**src/rtl/mux_nto1_pipe.sv**
```systemverilog
// N-to-1 operand select with a registered output and 2-entry skid; 1-cycle latency, ready_o from state only.
// Optional out-of-range select counter built when MUX_SEL_ERR_CNT_EN is defined.
module mux_nto1_pipe #(
  parameter int SIZE   = 32,
  parameter int NUM_IN = 4,
  localparam int SEL_W = $clog2(NUM_IN)
) (
  input  logic                   clk_i,
  input  logic                   rst_i,
  input  logic [NUM_IN*SIZE-1:0] data_i,
  input  logic [SEL_W-1:0]       select_i,
  input  logic                   valid_i,
  output logic                   ready_o,
  output logic [SIZE-1:0]        data_o,
  output logic                   valid_o,
  input  logic                   ready_i,
  output logic [7:0]             err_cnt_o
);

  localparam logic [1:0] EMPTY = 2'd0;
  localparam logic [1:0] ONE   = 2'd1;
  localparam logic [1:0] FULL  = 2'd2;

  logic [1:0]      state;
  logic [SIZE-1:0] skid;
  logic [SIZE-1:0] sel_data;
  logic            accept;
  logic            pop;

  // Out-of-range selects fall through to input 0.
  always_comb begin
    sel_data = data_i[0 +: SIZE];
    for (int k = 1; k < NUM_IN; k++) begin
      if (select_i == SEL_W'(k)) sel_data = data_i[k*SIZE +: SIZE];
    end
  end

  assign ready_o = (state != FULL);
  assign valid_o = (state != EMPTY);
  assign accept  = valid_i & ready_o;
  assign pop     = valid_o & ready_i;

  always_ff @(posedge clk_i or negedge rst_i) begin
    if (!rst_i) begin
      state  <= EMPTY;
      data_o <= '0;
      skid   <= '0;
    end else begin
      case (state)
        EMPTY: begin
          if (accept) begin
            data_o <= sel_data;
            state  <= ONE;
          end
        end
        ONE: begin
          if (accept && pop) begin
            data_o <= sel_data;
          end else if (accept) begin
            skid  <= sel_data;
            state <= FULL;
          end else if (pop) begin
            state <= EMPTY;
          end
        end
        FULL: begin
          if (pop) begin
            data_o <= skid;
            state  <= ONE;
          end
        end
        default: state <= EMPTY;
      endcase
    end
  end

`ifdef MUX_SEL_ERR_CNT_EN
  logic [7:0] err_cnt;
  logic       sel_oor;

  assign sel_oor = (32'(select_i) >= NUM_IN);

  always_ff @(posedge clk_i or negedge rst_i) begin
    if (!rst_i) begin
      err_cnt <= '0;
    end else if (accept && sel_oor && (err_cnt != 8'hFF)) begin
      err_cnt <= err_cnt + 8'd1;
    end
  end

  assign err_cnt_o = err_cnt;
`else
  assign err_cnt_o = '0;
`endif

endmodule

```
**config.mk**
```make
export PLATFORM = sky130hd
export DESIGN_NAME = mux_nto1_pipe
export DESIGN_NICKNAME = d
export VERILOG_FILES = /design/src/rtl/mux_nto1_pipe.sv
export SDC_FILE = /design/constraint.sdc
export NUM_CORES = 1
export LEC_CHECK = 0
export CAP_MARGIN = 20
export CORE_ASPECT_RATIO = 1.25
export CORE_MARGIN = 2
export CORE_UTILIZATION = 45
export DETAILED_ROUTE_END_ITERATION = 7
export PLACE_DENSITY = 0.85
export SYNTH_ARGS = -nofsm -noshare
export SYNTH_HDL_FRONTEND = slang
export SYNTH_SLANG_ARGS = --single-unit
```
**constraint.sdc**
```tcl
create_clock -name clk_i -period 4.3 [get_ports clk_i]
set_input_delay 1.075 -clock clk_i [delete_from_list [all_inputs] [get_ports clk_i]]
set_output_delay 1.075 -clock clk_i [all_outputs]
set_load 0.01 [all_outputs]
```
==> impl_metrics.yaml, run 1 <==
clock_network:
  htree_num_levels: 3
  clock-sinks: 66
  cts_tree: "yes"
  clockBufferDepth: 2
  ctsResizeCount: 0
  numCtsBuffers: 9
  post_cts_buffers: 0
  clk_pin_slew_ns: 0.07
  clk_latency_ns: 0.33
  postCtsHoldBufs: 0
  clockRootBuffer: "clkbuf_8"
detailed_routing:
  drc: 0
  drt_pass1_iterations: 4
  wire_per_inst_um: 19.85
  vias_per_cell: 5.818
  via_count: 2915
  ant_nets: 0
  first_iter_violations: 149
  finalWirelength_mm: 9.944
sta:
  fin_ws_ns: 1.061
  final.setup_skew_ns: 0.01167
  rsz0062_at_grt: "false"
  drv_slew: 0
  hold_violations: 0
  fin_crit_sh: 0.7533
  max-slew-margin-rel: 0.2686
  setup_viol: 0
  min_period_ns: 3.239
  max_freq_mhz: 308.7
  tightestPinTransition_ns: 1.097
  setup-tns-final_ns: 0
grt:
  met3_usage: 0.06343
  use_met2: 0.3934
  use_met1: 0.2760
  grt_max_degree: 67
  grt_pass1_wl_mm: 15.53
  grt_overflow: 0
  grt_antenna_before_repair: 1
  grt_pass1_vias: 3143
  grt.busiest_layer: "met2"
  track_usage: 0.2252
setup_path:
  worst_ep_arrival_time_ns: 2.16
  path_depth: 2
  regToRegSetupSlack_ns: 1.64
  cp_top_family: "flip-flops"
  end_kind: "output pin"
  reg2reg_from: "state[1]"
  cp_slowest_cell: "dfrtp_1"
  startpoint: "state[1]"
  rr_worst_depth: 4
  crit_end: "valid_o"
  crit_type: "flop to output pin"
  worst_path_largest_cell_delay_ns: 1.07
  start_kind: "flop"
  crit_fanout: 38
  r2r-end: "skid[4]"
  cp.buffers_inverters: 1
  cp_data_required_time_ns: 3.22
  crit_chain: "or2_2 -> clkdlybuf4s50_1"
finish:
  synthToLayoutAreaGrowth_pct: 50.54
  num_antenna_cells: 0
  finalNetCount: 533
  finish.instance_area_um2: 5572
  final_layout_size_suffix_gt1_frac: 0.2252
  fin_util: 0.6877
die:
  num_io_pins: 176
  die_x_um: 85.12
  coreArea_um2: 8102
  start_util: 0.4568
  rows: 37
  die_h_um: 105.4
  dieArea_um2: 8971
yosys:
  synth-edff-count: 0
  synth_top_area_cell: "dfrtp_1"
  yosys_warnings: 0
  async_flop_share: 1.000
  synth_area_leaders: "dfrtp_1, mux4_2, mux2_2"
  synth-seq-cells: 66
  synth_common_cells: "dfrtp_1, a221o_1, and4b_1, mux2_2, mux4_2"
  syn_area_um2: 3701
  synth_top_area_frac: 0.4462
  yosysSeqAreaShare: 0.4462
  synth_cell_types: 25
  synth_area_per_cell_um2: 14.98
  syn_inst: 247
  yosysMostFrequentCell: "dfrtp_1"
  synthFlopType: "dfrtp_1"
min_path:
  holdPathStages: 1
  min_path_type: "flop to flop"
placed_design:
  io_buffers: 167
  gp_congestion: 0.7369
  placed_area_um2: 5368
  post-dp-hpwl_mm: 7.129
  post-place-ws_ns: 1.089
pwr:
  leakagePower_uw: 0.002290
  irDropWorstVdd_uv: 211.7
  powerDensity_nw_per_um2: 413.4
run_status:
  outcome: "finished, final reports clean"
run:
  cap_violations: 0
==> placed cells by master (no fill, tap or decap), types with 3 or more instances in the layout <==
cell type / count
mux4_2: 31
clkbuf_8: 11
mux2_2: 32
dfrtp_1: 66
clkinv_2: 3
buf_4: 4
and4b_1: 32
a221o_1: 32
conb_1: 8
clkdlybuf4s50_1: 164
==> worst min path at each step <==
stage               end      from  slack (ns)
2_1_floorplan  skid[31]  skid[31]        0.47
3_3_place_gp   skid[26]  skid[26]        0.48
3_5_place_dp   skid[20]  skid[20]        0.49
4_1_cts        skid[10]  skid[10]        0.51
5_1_grt         skid[8]   skid[8]        0.52
6_report        skid[0]   skid[0]        0.50
==> per-stage QoR <==
step	cells	total power (uW)	hold slack, ns
2_1_floorplan	254	1371	0.4729
3_3_place_gp	484	1746	0.4810
3_5_place_dp	485	1793	0.4892
4_1_cts	501	2322	0.5053
5_1_grt	501	2426	0.5195
6_report	501	2303	0.5010
==> flip-flops by register name, summed over array words and instances, names as in the netlist <==
name / cells
state: 2
skid: 32
data_o: 32
==> per-layer routing <==
layer  up-vias  share of wire
met2       137           0.54
li1       1307              -
met1      1462           0.38
met3         7          0.076
met4         2         0.0052
met5         -         0.0013
==> worst reg2reg max path: stages (launching register included) <==
cell and delay (ns):
dfrtp_1 0.80, and2b_1 0.50, nor2b_4 0.53, buf_4 0.34
mux2_2 0.37
==> area by class of cell <==
cell class | instances | area (um^2)
repair buffers | 172 | 1729
clock buffers | 11 | 151.4
clock inverters | 5 | 52.55
multi-input cells | 150 | 1866
fillers | 588 | 2530
flip-flops and latches | 66 | 1652
well taps | 97 | 121.4
==> power breakdown <==
part | total [uW] | switching, uW | internal, uW | leakage [uW]
sequential | 975 | 129 | 846 | 0.000797
combinational | 802 | 282 | 520 | 0.00139
clock | 527 | 231 | 296 | 0.000105
==> kinds of logic after synthesis <==
group,Yosys count,share of synthesized area
compound gates,37,0.09534
buf+inv,38,0.06085
flops,66,0.4462
mux,64,0.2931
other cells,1,0.001013
simple gates,41,0.1035
(Power assumes the default switching activity.)
==> run 2: changes to the inputs <==
Settings changed: CORE_UTILIZATION 45 to 37, PLACE_DENSITY 0.85 to 0.75.
Clock period 4.3 ns to 2.98 ns, I/O delays scaled along.
==> run 2 against run 1 <==
Worst hold slack worse by 0.0024 ns; die area rose by 21%; wire length rose by 3.4%; first-iteration DRC count grew 9.4%; largest power group unchanged; setup slack lost 0.34 ns; critical path depth grew 2.
==> impl_metrics.yaml, run 2 (synthesis results as in run 1) <==
setup_path:
  regToRegSetupSlack_ns: 0.83
  start_kind: "input pin"
  cp_data_required_time_ns: 3.23
  crit_fanout: 32
  worst_ep_arrival_time_ns: 2.51
  r2r-end: "data_o[6]"
  end_kind: "flop"
  reg2reg_from: "state[1]"
  rr_worst_depth: 4
  crit_type: "input pin to flop"
finish:
  largestRegisters: "data_o x32, skid x32, state x2"
  layoutNonFillerInstCount: 533
  final_layout_size_suffix_gt1_frac: 0.2260
  synthToLayoutAreaGrowth_pct: 54.36
  num_antenna_cells: 0
  mostFrequentLayoutCell: "clkdlybuf4s50_1"
  finish.instance_area_um2: 5713
  fin_util: 0.5915
  finalNetCount: 537
  n_fill_cell: 793
  final_cell_mix: "clkdlybuf4s50_1, dfrtp_1, and4b_1, a221o_1, mux2_2"
clock_network:
  htree_num_levels: 3
  clk_pin_slew_ns: 0.05
  clk_latency_ns: 0.32
  post_cts_buffers: 0
  clockBufferDepth: 2
  cts_tree: "yes"
  ctsResizeCount: 0
  numCtsBuffers: 9
  postCtsHoldBufs: 0
  clockRootBuffer: "clkbuf_16"
  clock-sinks: 66
grt:
  grt_max_degree: 67
  grt_overflow: 0
  track_usage: 0.1944
  grt_pass1_wl_mm: 16.17
  grt_antenna_before_repair: 0
  grt_pass1_vias: 3148
detailed_routing:
  ant_nets: 0
  wire_per_inst_um: 19.30
  drt_pass1_iterations: 5
  finalWirelength_mm: 10.29
  vias_per_cell: 5.615
  first_iter_violations: 163
  via_count: 2993
  drc: 0
die:
  die_h_um: 115.8
  die_x_um: 93.46
  coreArea_um2: 9659
  start_util: 0.3832
  rows: 40
  dieArea_um2: 10820
  num_io_pins: 176
sta:
  setup_viol: 0
  fin_crit_sh: 0.7590
  drv_slew: 0
  max_freq_mhz: 442.1
  max-slew-margin-rel: 0.3591
  rsz0062_at_grt: "false"
  final.setup_skew_ns: 0.005751
  min_period_ns: 2.262
  hold_violations: 0
  tightestPinTransition_ns: 0.9592
  setup-tns-final_ns: 0
min_path:
  holdPathStages: 1
  min_path_type: "flop to flop"
  hold_end: "skid[0]"
  hp-start: "skid[0]"
placed_design:
  io_buffers: 167
  post-dp-hpwl_mm: 7.378
  place_inst: 518
  gp_congestion: 0.7139
  placed_area_um2: 5426
pwr:
  powerDensity_nw_per_um2: 626.7
  leakagePower_uw: 0.002343
  irDropWorstVdd_uv: 339.8
run:
  cap_violations: 0
run_status:
  outcome: "finished, final reports clean"
-- run 2: cell count changes in the layout (fill, tap and decap cells not counted), sizes merged --
| cell | delta |
|---|---|
| buf | +4 |
| clkbuf | +1 |
| clkinv | -1 |
| clkinvlp | -1 |
-- run 2: cell type report --
type,instances,area (um^2),share of cell area
multi-input combinational,150,1866,0.3265
timing repair buffer,176,1752,0.3066
sequential,66,1652,0.2891
clock buffer,12,246.5,0.04314
tap,126,157.7,0.02760
clock inverter,3,40.04,0.007008
-- run 2: through the flow --
stage | hold WS [ns] | power, uW | worst slack, ns
6_report | 0.4986 | 3580 | 0.7183
5_1_grt | 0.5081 | 3759 | 0.5863
4_1_cts | 0.5009 | 3610 | 0.7081
3_5_place_dp | 0.4898 | 2586 | 0.3653
3_3_place_gp | 0.4809 | 2534 | 0.4759
2_1_floorplan | 0.4494 | 1979 | 1.048
-- run 2: worst max-delay path, stage by stage --
cell	delay, ns
clkdlybuf4s50_1	0.44
and2b_1	0.24
a21oi_4	0.78
a221o_1	0.29
-- run 2: layer usage --
| layer | track usage | wire, um | up-vias |
|---|---|---|---|
| met5 | 0 | 0 | - |
| met3 | 0.05592 | 987 | 12 |
| li1 | - | - | 1321 |
| met4 | 0.07059 | 140 | 0 |
| met2 | 0.3319 | 5189 | 146 |
| met1 | 0.2349 | 3968 | 1514 |
-- run 2: how the worst max path moves through the flow --
stage	start	end	slack (ns)	depth (start not counted)
finish	valid_i	data_o[6]	0.72	4
detailed placement	valid_i	data_o[6]	0.37	4
global route	valid_i	data_o[11]	0.59	4
CTS	valid_i	data_o[11]	0.71	4
floorplan	select_i[0]	data_o[18]	1.05	4
global placement	valid_i	data_o[28]	0.48	4
-- run 2: report_power, final --
part / internal [uW] / switching [uW]
combinational: 749 / 418
clock: 662 / 355
sequential: 1220 / 173
